--- config.mk ---
export PLATFORM = sky130hd
export DESIGN_NAME = pattern_stepper
export DESIGN_NICKNAME = d
export VERILOG_FILES = /design/src/rtl/kros_pkg.sv /design/src/rtl/press_repeater.sv /design/src/rtl/pattern_stepper.sv
export SDC_FILE = /design/constraint.sdc
export NUM_CORES = 1
export LEC_CHECK = 0
export ABC_CLOCK_PERIOD_IN_PS = 2710
export CAP_MARGIN = 20
export CORE_MARGIN = 2
export CORE_UTILIZATION = 59
export DETAILED_ROUTE_END_ITERATION = 6
export GPL_TIMING_DRIVEN = 0
export PLACE_DENSITY = 0.76
export SETUP_SLACK_MARGIN = 0.15
export SYNTH_ARGS = -nofsm -noshare
export SYNTH_HDL_FRONTEND = slang
export SYNTH_SLANG_ARGS = --single-unit
--- constraint.sdc ---
create_clock -name CLK_50 -period 2.71 [get_ports CLK_50]
set_input_delay 0.271 -clock CLK_50 [delete_from_list [all_inputs] [get_ports CLK_50]]
set_output_delay 0.271 -clock CLK_50 [all_outputs]
set_load 0.02 [all_outputs]
--- src/rtl/kros_pkg.sv ---
// Shared definitions for the pattern stepper: index widths, ROM address
// width, the press-repeater state encoding and a counter-width helper.
package kros_pkg;

    localparam int SEQ_BITS  = 6;
    localparam int STEP_BITS = 4;
    localparam int ADDR_W    = SEQ_BITS + STEP_BITS;

    typedef enum logic [1:0] {
        RPT_IDLE   = 2'd0,
        RPT_HOLD   = 2'd1,
        RPT_REPEAT = 2'd2
    } rpt_state_t;

    // Width of a counter that has to hold values up to max(hold, repeat)-1.
    // Never narrower than one bit, so tiny simulation settings still elaborate.
    function automatic int cnt_width(input int hold_cyc, input int repeat_cyc);
        int m;
        m = (hold_cyc > repeat_cyc) ? hold_cyc : repeat_cyc;
        if (m < 2) begin
            return 1;
        end
        return $clog2(m);
    endfunction

endpackage

--- src/rtl/press_repeater.sv ---
// Press detector with auto-repeat for one debounced, active-low pushbutton.
// Emits a one-cycle event on the press, again after the button has been
// held for HOLD_CYC cycles, and then every REPEAT_CYC cycles while held.
module press_repeater
    import kros_pkg::*;
#(
    parameter int HOLD_CYC   = 25000000,
    parameter int REPEAT_CYC = 5000000
) (
    input  logic CLK_50,
    input  logic reset_n,
    input  logic pb_n,
    output logic evt
);

    localparam int               CNT_W       = cnt_width(HOLD_CYC, REPEAT_CYC);
    localparam logic [CNT_W-1:0] HOLD_LAST   = CNT_W'(HOLD_CYC - 1);
    localparam logic [CNT_W-1:0] REPEAT_LAST = CNT_W'(REPEAT_CYC - 1);

    rpt_state_t       state_q;
    rpt_state_t       state_d;
    logic [CNT_W-1:0] cnt_q;
    logic [CNT_W-1:0] cnt_d;
    logic             evt_q;
    logic             evt_d;

    // pb_hist_q is the previous sample (released after reset). armed_q only
    // sets once the button has been seen released, so a button held across
    // reset cannot look like a fresh 1->0 edge when reset lets go.
    logic pb_hist_q;
    logic armed_q;
    logic pressed;
    logic fall;

    assign pressed = ~pb_n;
    assign fall    = armed_q & pb_hist_q & ~pb_n;
    assign evt     = evt_q;

    // Button history and arming flag.
    always_ff @(posedge CLK_50 or negedge reset_n) begin
        if (!reset_n) begin
            pb_hist_q <= 1'b1;
            armed_q   <= 1'b0;
        end else begin
            pb_hist_q <= pb_n;
            if (pb_n) begin
                armed_q <= 1'b1;
            end
        end
    end

    // Repeat FSM state, hold/repeat counter and registered event output.
    always_ff @(posedge CLK_50 or negedge reset_n) begin
        if (!reset_n) begin
            state_q <= RPT_IDLE;
            cnt_q   <= '0;
            evt_q   <= 1'b0;
        end else begin
            state_q <= state_d;
            cnt_q   <= cnt_d;
            evt_q   <= evt_d;
        end
    end

    // Next state: press starts the hold timer, hold expiry starts repeating,
    // any release drops straight back to idle without an event.
    always_comb begin
        state_d = state_q;
        cnt_d   = cnt_q;
        evt_d   = 1'b0;
        case (state_q)
            RPT_IDLE: begin
                if (fall) begin
                    evt_d   = 1'b1;
                    cnt_d   = '0;
                    state_d = RPT_HOLD;
                end
            end
            RPT_HOLD: begin
                if (!pressed) begin
                    cnt_d   = '0;
                    state_d = RPT_IDLE;
                end else if (cnt_q == HOLD_LAST) begin
                    evt_d   = 1'b1;
                    cnt_d   = '0;
                    state_d = RPT_REPEAT;
                end else begin
                    cnt_d = cnt_q + 1'b1;
                end
            end
            RPT_REPEAT: begin
                if (!pressed) begin
                    cnt_d   = '0;
                    state_d = RPT_IDLE;
                end else if (cnt_q == REPEAT_LAST) begin
                    evt_d = 1'b1;
                    cnt_d = '0;
                end else begin
                    cnt_d = cnt_q + 1'b1;
                end
            end
            default: begin
                cnt_d   = '0;
                state_d = RPT_IDLE;
            end
        endcase
    end

endmodule

--- src/rtl/pattern_stepper.sv ---
// Pattern-ROM address generator: up/down buttons (with auto-repeat) pick the
// sequence, the throttle tick walks the step within it, and the combined
// {sequence, step} is re-registered as the ROM read address.
module pattern_stepper
    import kros_pkg::*;
#(
    parameter int HOLD_CYC   = 25000000,
    parameter int REPEAT_CYC = 5000000,
    parameter int STEP_LAST  = 15
) (
    input  logic                 CLK_50,
    input  logic                 reset_n,
    input  logic                 step_tick,
    input  logic                 run_en,
    input  logic                 pb_seq_up,
    input  logic                 pb_seq_dn,
    output logic [ADDR_W-1:0]    rom_addr,
    output logic [SEQ_BITS-1:0]  seq_num,
    output logic [STEP_BITS-1:0] step_num,
    output logic                 wrap_pulse
);

    localparam logic [STEP_BITS-1:0] STEP_LAST_V = STEP_BITS'(STEP_LAST);

    // Sequence index moves by one in either direction; the natural
    // SEQ_BITS-wide overflow gives the 63->0 and 0->63 wrap.
    function automatic logic [SEQ_BITS-1:0] seq_next(input logic [SEQ_BITS-1:0] cur,
                                                     input logic                up);
        return up ? (cur + 1'b1) : (cur - 1'b1);
    endfunction

    // Step index advances and returns to zero after STEP_LAST.
    function automatic logic [STEP_BITS-1:0] step_next(input logic [STEP_BITS-1:0] cur);
        return (cur == STEP_LAST_V) ? '0 : (cur + 1'b1);
    endfunction

    logic                 ev_up;
    logic                 ev_dn;
    logic                 seq_chg;

    logic [SEQ_BITS-1:0]  seq_d;
    logic [STEP_BITS-1:0] step_d;
    logic                 wrap_d;

    logic [SEQ_BITS-1:0]  seq_p0;
    logic [STEP_BITS-1:0] step_p0;
    logic                 wrap_p0;
    logic [ADDR_W-1:0]    rom_addr_p1;

    press_repeater #(
        .HOLD_CYC   (HOLD_CYC),
        .REPEAT_CYC (REPEAT_CYC)
    ) u_rpt_up (
        .CLK_50  (CLK_50),
        .reset_n (reset_n),
        .pb_n    (pb_seq_up),
        .evt     (ev_up)
    );

    press_repeater #(
        .HOLD_CYC   (HOLD_CYC),
        .REPEAT_CYC (REPEAT_CYC)
    ) u_rpt_dn (
        .CLK_50  (CLK_50),
        .reset_n (reset_n),
        .pb_n    (pb_seq_dn),
        .evt     (ev_dn)
    );

    // Opposing events in the same cycle cancel, so only a lone event counts.
    assign seq_chg = ev_up ^ ev_dn;

    // Counter next state: a sequence change wins over a coincident tick,
    // restarts the step at zero and suppresses the wrap pulse.
    always_comb begin
        seq_d  = seq_p0;
        step_d = step_p0;
        wrap_d = 1'b0;
        if (seq_chg) begin
            seq_d  = seq_next(seq_p0, ev_up);
            step_d = '0;
        end else if (step_tick && run_en) begin
            step_d = step_next(step_p0);
            wrap_d = (step_p0 == STEP_LAST_V);
        end
    end

    // ---- stage p0: sequence/step counters and wrap strobe ----
    // Counter registers.
    always_ff @(posedge CLK_50 or negedge reset_n) begin
        if (!reset_n) begin
            seq_p0  <= '0;
            step_p0 <= '0;
            wrap_p0 <= 1'b0;
        end else begin
            seq_p0  <= seq_d;
            step_p0 <= step_d;
            wrap_p0 <= wrap_d;
        end
    end

    // ---- stage p1: ROM address register, one cycle behind the counters ----
    // Address register so the ROM sees a clean, glitch-free address.
    always_ff @(posedge CLK_50 or negedge reset_n) begin
        if (!reset_n) begin
            rom_addr_p1 <= '0;
        end else begin
            rom_addr_p1 <= {seq_p0, step_p0};
        end
    end

    assign seq_num    = seq_p0;
    assign step_num   = step_p0;
    assign wrap_pulse = wrap_p0;
    assign rom_addr   = rom_addr_p1;

endmodule
== Yosys cells after proc, flatten, opt, wreduce, memory -nomap -nowiden ==
Cells that the tools add are included.

* Add/subtract/negate cells: 5
* Eq/ne operators: 15
* Multiplexer cells: 40
* Bitwise gates (word level): 7
* Reductions and logical operators: 6

{| class="wikitable"
|+ Operators with widths
! cell !! count
|-
| $mux W25 || 10
|-
| $pmux W25 S3 || 2
|-
| $add A25 B1 Y25 const B || 2
|-
| $eq A25 B23 Y1 const B || 2
|-
| $eq A25 B25 Y1 const B || 2
|-
| $mux W2 || 8
|-
| $mux W1 || 12
|-
| $mux W4 || 3
|-
| $pmux W2 S3 || 2
|-
| $add A6 B1 Y6 const B || 1
|-
| $mux W6 || 1
|-
| $ne A3 B2 Y1 const B || 2
|-
| $pmux W1 S3 || 2
|-
| $reduce_and A3 Y1 || 2
|-
| $sub A6 B1 Y6 const B || 1
|-
| $add A4 B1 Y4 const B || 1
|-
| $and A1 B1 Y1 || 4
|-
| $eq A2 B1 Y1 const B || 2
|-
| $eq A2 B2 Y1 const B || 2
|-
| $eq A4 B4 Y1 const B || 1
|-
| $logic_not A2 Y1 || 2
|-
| $ne A2 B1 Y1 const B || 2
|-
| $ne A2 B2 Y1 const B || 2
|-
| $not A1 Y1 || 2
|-
| other kinds (3) || 3
|}

* Register bits after elaboration: 81
* Bits of input ports: 6
* Output and inout bits: 21
* Logic and storage cells: 87

== Logic depth before layout (Yosys ltp) ==
* Depth in word-level cells: 4
* Gate-level depth with buffers: 9
* Gate-level depth less buffers: 8

== Modules after synthesis ==
From an unflattened synthesis, not the netlist that was laid out.

* Cell total of the unflattened synthesis: 433
* Area, all modules: 4372.9 sq um

{| class="wikitable"
|+ Modules (own cells, without submodules)
! module !! times used !! cells each !! area each (sq um) !! sequential area each (sq um)
|-
| press_repeater (u_rpt_up) || 1 || 182 || 1749.2 || 752.0
|-
| press_repeater (u_rpt_dn) || 1 || 182 || 1734.2 || 752.0
|-
| pattern_stepper || 1 || 69 || 889.6 || 525.5
|}

== Least setup slack after synthesis ==
OpenSTA, ideal clock, no wires.

* Path kind: register to register
* Start: register u_rpt_dn.cnt_q[20]
* End: register u_rpt_dn.cnt_q[8]
* Library setup time: 0.121 ns
* Arrival: 2.079 ns
* Data required time: 2.589 ns
* Setup slack: 0.510 ns
* Stages on the path, launching flop included: 8
* Path buffers: 1
* Clock period less this slack: 2.200 ns
* Path through: dfrtp_1 > or4_1 > or4_4 > o21ai_2 > a21oi_2 > buf_6 > a21o_1 > a22o_1

* Word-level cells in the longest chain between the ends: 4
* Elaborated cells on any way between the ends: 7
* Classes of those cells: 2 x eq/ne; 5 x mux

{| class="wikitable"
|+ RTL lines
! element !! RTL line !! text
|-
| start: declaration || press_repeater.sv:22 || <nowiki>logic [CNT_W-1:0] cnt_q;</nowiki>
|-
| start signal: assignment || press_repeater.sv:60 || <nowiki>cnt_q <= cnt_d;</nowiki>
|-
| $eq A25 B23 Y1 / $eq A25 B25 Y1 (equally long branches) || press_repeater.sv:95, press_repeater.sv:83 ||
|-
| $mux W25, on equally long branches || press_repeater.sv:95, press_repeater.sv:83 ||
|-
| $mux W25, on equally long branches || press_repeater.sv:92, press_repeater.sv:80 ||
|-
| $pmux W25 S3 * || press_repeater.sv:71 || <nowiki>case (state_q)</nowiki>
|}

Every way passes the cells marked *; elsewhere a longest branch is shown, timed or not.
A chain may end at the register's enable or synchronous reset.

== Final worst setup path ==
* Start: register u_rpt_up.cnt_q[13]
* End: register u_rpt_up.cnt_q[16]

* Word-level cells in the longest chain between the ends: 4
* Elaborated cells on any way between the ends: 8
* Classes of those cells: 1 x add/sub; 2 x eq/ne; 5 x mux

{| class="wikitable"
|+ RTL lines
! element !! RTL line
|-
| start: declaration || press_repeater.sv:22
|-
| start signal: assignment || press_repeater.sv:60
|-
| $add A25 B1 Y25 (tied with other cells) || press_repeater.sv:88, press_repeater.sv:99
|-
| $mux W25, on equally long branches || press_repeater.sv:95, press_repeater.sv:83
|-
| $mux W25, on equally long branches || press_repeater.sv:92, press_repeater.sv:80
|-
| $pmux W25 S3 * || press_repeater.sv:71
|}

Marked as above.

==> out/qor.csv <==
metric,value,unit
num ports,27,
"EDFF count, synth",0,
FF-to-FF path depth,8,
setup TNS,0,ps
Hold Path Stages,0,
DRT iter0 DRCs,228,
reg-to-reg startpoint,u_rpt_up.cnt_q[13]$_DFFE_PN0P_,
Leakage Power,1.976,nW
ys flop type,dfrtp_1,
first-pass GRT wire length,13.85,mm
"Slew Viols, Final",0,
Crit path largest cell delay,520,ps
Unique masters post-synth,52,
Die Width,87.57,um
DP Area,4522,um2
# diodes,0,
critical path class,flip-flop to flip-flop,
end of the worst register-to-register path,u_rpt_up.cnt_q[16]$_DFFE_PN0P_,
Port-buffer cells,26,
HP Class,flip-flop to flip-flop,
maximum clock path buffer count,2,
Syn Nets,442,
DP HPWL,5.852,mm
"CP delay by family, top",simple AND/OR/NAND/NOR gates,
HP Start,seq_num[5]$_DFFE_PN0N_,
asr flop ratio synth,100.0,%
worst-path fanout max,10,
largest net degree at the start of global routing,46,
TritonCTS clock tree,done,
initial antenna violation count,0,
total number of H-tree levels,3,
root buffer cell,clkbuf_8,
fraction of the yosys area taken by sequential cells,49.26,%
Period minus WS final,2389,ps
Hold Fails Final Rpt,0,
PD cells,718.5,nW/um2
fmax,418.6,MHz
Yosys warning count,0,
multi-input combinational cell area,2017,um2
Critical Path RT,2950,ps
CORE AREA,6794,um2
R2R Setup Slk,320,ps
Crit path buffers/inverters,2,
RePlAce Congestion,0.9088,
die area,7668,um2
CTS clock-pin slew for the worst setup and hold paths,90,ps
Synth Instances,420,
Routed WL per cell,14.64,um
Die H,87.57,um
Clock Latency Late Sink,360,ps
Max-Cap Viols,0,
clock sinks,81,
Final Cell Area,4735,um2
proportion of layout cells with a drive suffix above 1,8.172,%
CP Launch Type,flip-flop,
Worst setup EP type,flip-flop,
Initial Util,60.64,%
drt pass-1 iters,5,
final setup vio count,0,
CP cell instances,"or4_1, or4_1, nor2_2, o32a_4, and2_1, buf_4, buf_6, nor2_1",
Storage cell area,2029,um2
Post-CTS Setup Repair Bufs,0,
Total Routing Usage GR,22.87,%
TritonCTS Buffers,9,
DRC,0,
vias in the first global route,3022,
total power,3.402,mW
RSZ-0062 raised after global routing,no,
Yosys reg bits,81,
worst rel slew slack,49.32,%
Tightest Pin Transition,741.0,ps
grt ovf,0,
Layout area overhead,14.91,%
Syn Area/Cell,9.810,um2
hold path endpoint,rom_addr[9]$_DFF_PN0_,
outcome,finished clean,
site row count,30,
CP max-delay cell,or4_1,
Max IR drop VDD,284.1,uV
synthesized cell area,4120,um2
final worst-path cycle share,88.14,%
via count,3209,
DRT Wirelength,8.211,mm
Total Nets Final,482,
Final ANT Viol Nets,0,
WP data arrival,2630,ps
clock skew,12.14,ps
# fillers,527,
drt via density,5.720,
"Top cell by count, worst path",or4_1,
[per-stage QoR]
step | hold slack, ps | util (%) | setup slack (ps) | instances
2_1_floorplan | -24.59 | - | 510.4 | 420
3_3_place_gp | 408.9 | 66.24 | -1415 | 542
3_5_place_dp | 268.2 | 66.56 | -189.5 | 544
4_1_cts | 421.2 | 69.34 | 226.0 | 561
5_1_grt | 444.9 | 69.69 | 168.0 | 561
6_report | 413.9 | 69.69 | 321.3 | 561
[what timing repair did]
| action | 4_1_cts | 5_1_grt |
|---|---|---|
| gates resized for setup | 1 | 5 |
| hold buffers | 1 | 0 |
| endpoints found under the setup margin | 1 | 29 |
| pin swaps | 0 | 0 |
| hold endpoints to repair | 36 | 0 |
[worst max path at each step]
stage / start / end / slack, ps / cells after the start
after detailed placement: pb_seq_dn / u_rpt_dn.cnt_q[24]$_DFFE_PN0P_ / -190 / 7
after CTS: u_rpt_dn.cnt_q[0]$_DFFE_PN0P_ / u_rpt_dn.cnt_q[16]$_DFFE_PN0P_ / 230 / 8
after global routing: u_rpt_dn.cnt_q[0]$_DFFE_PN0P_ / u_rpt_dn.cnt_q[9]$_DFFE_PN0P_ / 170 / 8
after global placement: reset_n / u_rpt_dn.cnt_q[21]$_DFFE_PN0P_ / -1410 / 1
after floorplan: u_rpt_dn.cnt_q[20]$_DFFE_PN0P_ / u_rpt_dn.cnt_q[8]$_DFFE_PN0P_ / 510 / 7
final: u_rpt_up.cnt_q[13]$_DFFE_PN0P_ / u_rpt_up.cnt_q[16]$_DFFE_PN0P_ / 320 / 8
[power by group]
part | internal, mW | total [mW] | switching (mW) | leakage (nW)
registers | 1.35 | 1.47 | 0.120 | 1.08
logic | 0.497 | 1.12 | 0.626 | 0.817
clock network | 0.340 | 0.808 | 0.468 | 0.0827
[cells in the final DEF (no fill, tap or decap), types with 3 or more instances in the layout]
master and count:
dfrtp_1 79, nor2_1 58, nand2_1 38, clkdlybuf4s50_1 25, nand3_1 24, xor2_1 24, nand4_1 17, a21oi_1 16
ha_1 15, xnor2_1 14, o21ai_0 14, inv_1 13, nor3_1 9, and3_1 9, clkbuf_8 9, or4_1 6
nor2b_1 6, nor4bb_1 5, and4_1 5, a22o_1 5, clkbuf_1 4, and2_1 4, a22oi_1 3, a211oi_1 3
or2_2 3, a21o_1 3, nand2b_1 3, nor4_1 3, mux2_2 3, clkinvlp_4 3, inv_6 3
[kinds of logic after synthesis]
| group | synth area share (%) |
|---|---|
| AOI/OAI and AO/OA | 9.688 |
| xor gates and xnor gates | 8.078 |
| adders and majority gates | 5.041 |
| buffers and inverters | 2.399 |
| DFF | 49.26 |
| muxes | 1.063 |
| and+or+nand+nor | 24.48 |
[per-layer routing]
| layer | share of wire (%) | vias to the layer above | track usage (%) |
|---|---|---|---|
| met5 | 0 | - | 0 |
| met4 | 1.7 | 0 | 9.790 |
| met3 | 3.5 | 16 | 3.299 |
| met2 | 47 | 77 | 34.71 |
| met1 | 48 | 1551 | 33.07 |
| li1 | - | 1565 | - |
[flip-flops by register name (all words and copies together) (netlist names)]
register	cells
u_rpt_dn.cnt_q	25
u_rpt_up.cnt_q	25
u_rpt_up.state_q	2
u_rpt_up.armed_q	1
seq_num	6
u_rpt_up.pb_hist_q	1
u_rpt_dn.state_q	2
u_rpt_dn.armed_q	1
u_rpt_up.evt	1
rom_addr	10
wrap_pulse	1
u_rpt_dn.evt	1
step_num	4
u_rpt_dn.pb_hist_q	1
[final cells by class]
cell class / instances / share of cell area (%)
Buffer: 8 / 1.057
Clock buffer: 9 / 2.616
Clock inverter: 7 / 1.136
Inverter: 13 / 1.031
Multi-Input combinational cell: 318 / 42.60
Sequential cell: 81 / 42.86
Tap cell: 96 / 2.537
Timing Repair Buffer: 29 / 6.158
[worst reg2reg max path, stage by stage, from the launching register on]
cell,delay [ps]
dfrtp_1,450
or4_1,520
or4_1,440
nor2_2,150
o32a_4,230
and2_1,130
buf_4,160
buf_6,150
nor2_1,50
[cells in the mapped netlist (all sizes together) (5+ instances only)]
| cell type | instances | area (um2) |
|---|---|---|
| or4 | 7 | 56.30 |
| and4 | 5 | 43.79 |
| nor4bb | 5 | 50.05 |
| nor2b | 6 | 37.54 |
| xnor2 | 14 | 122.6 |
| inv | 13 | 48.80 |
| and3 | 9 | 56.30 |
| o21ai | 16 | 83.83 |
| dfrtp | 79 | 1977 |
| xor2 | 24 | 210.2 |
| ha | 15 | 187.7 |
| nor3 | 10 | 50.05 |
| nand4 | 17 | 106.4 |
| nand3 | 24 | 120.1 |
| a21oi | 17 | 88.84 |
| nor2 | 60 | 227.7 |
| nand2 | 38 | 142.6 |
| a22o | 5 | 43.79 |
No activity file was read; power rests on OpenSTA's default activity.
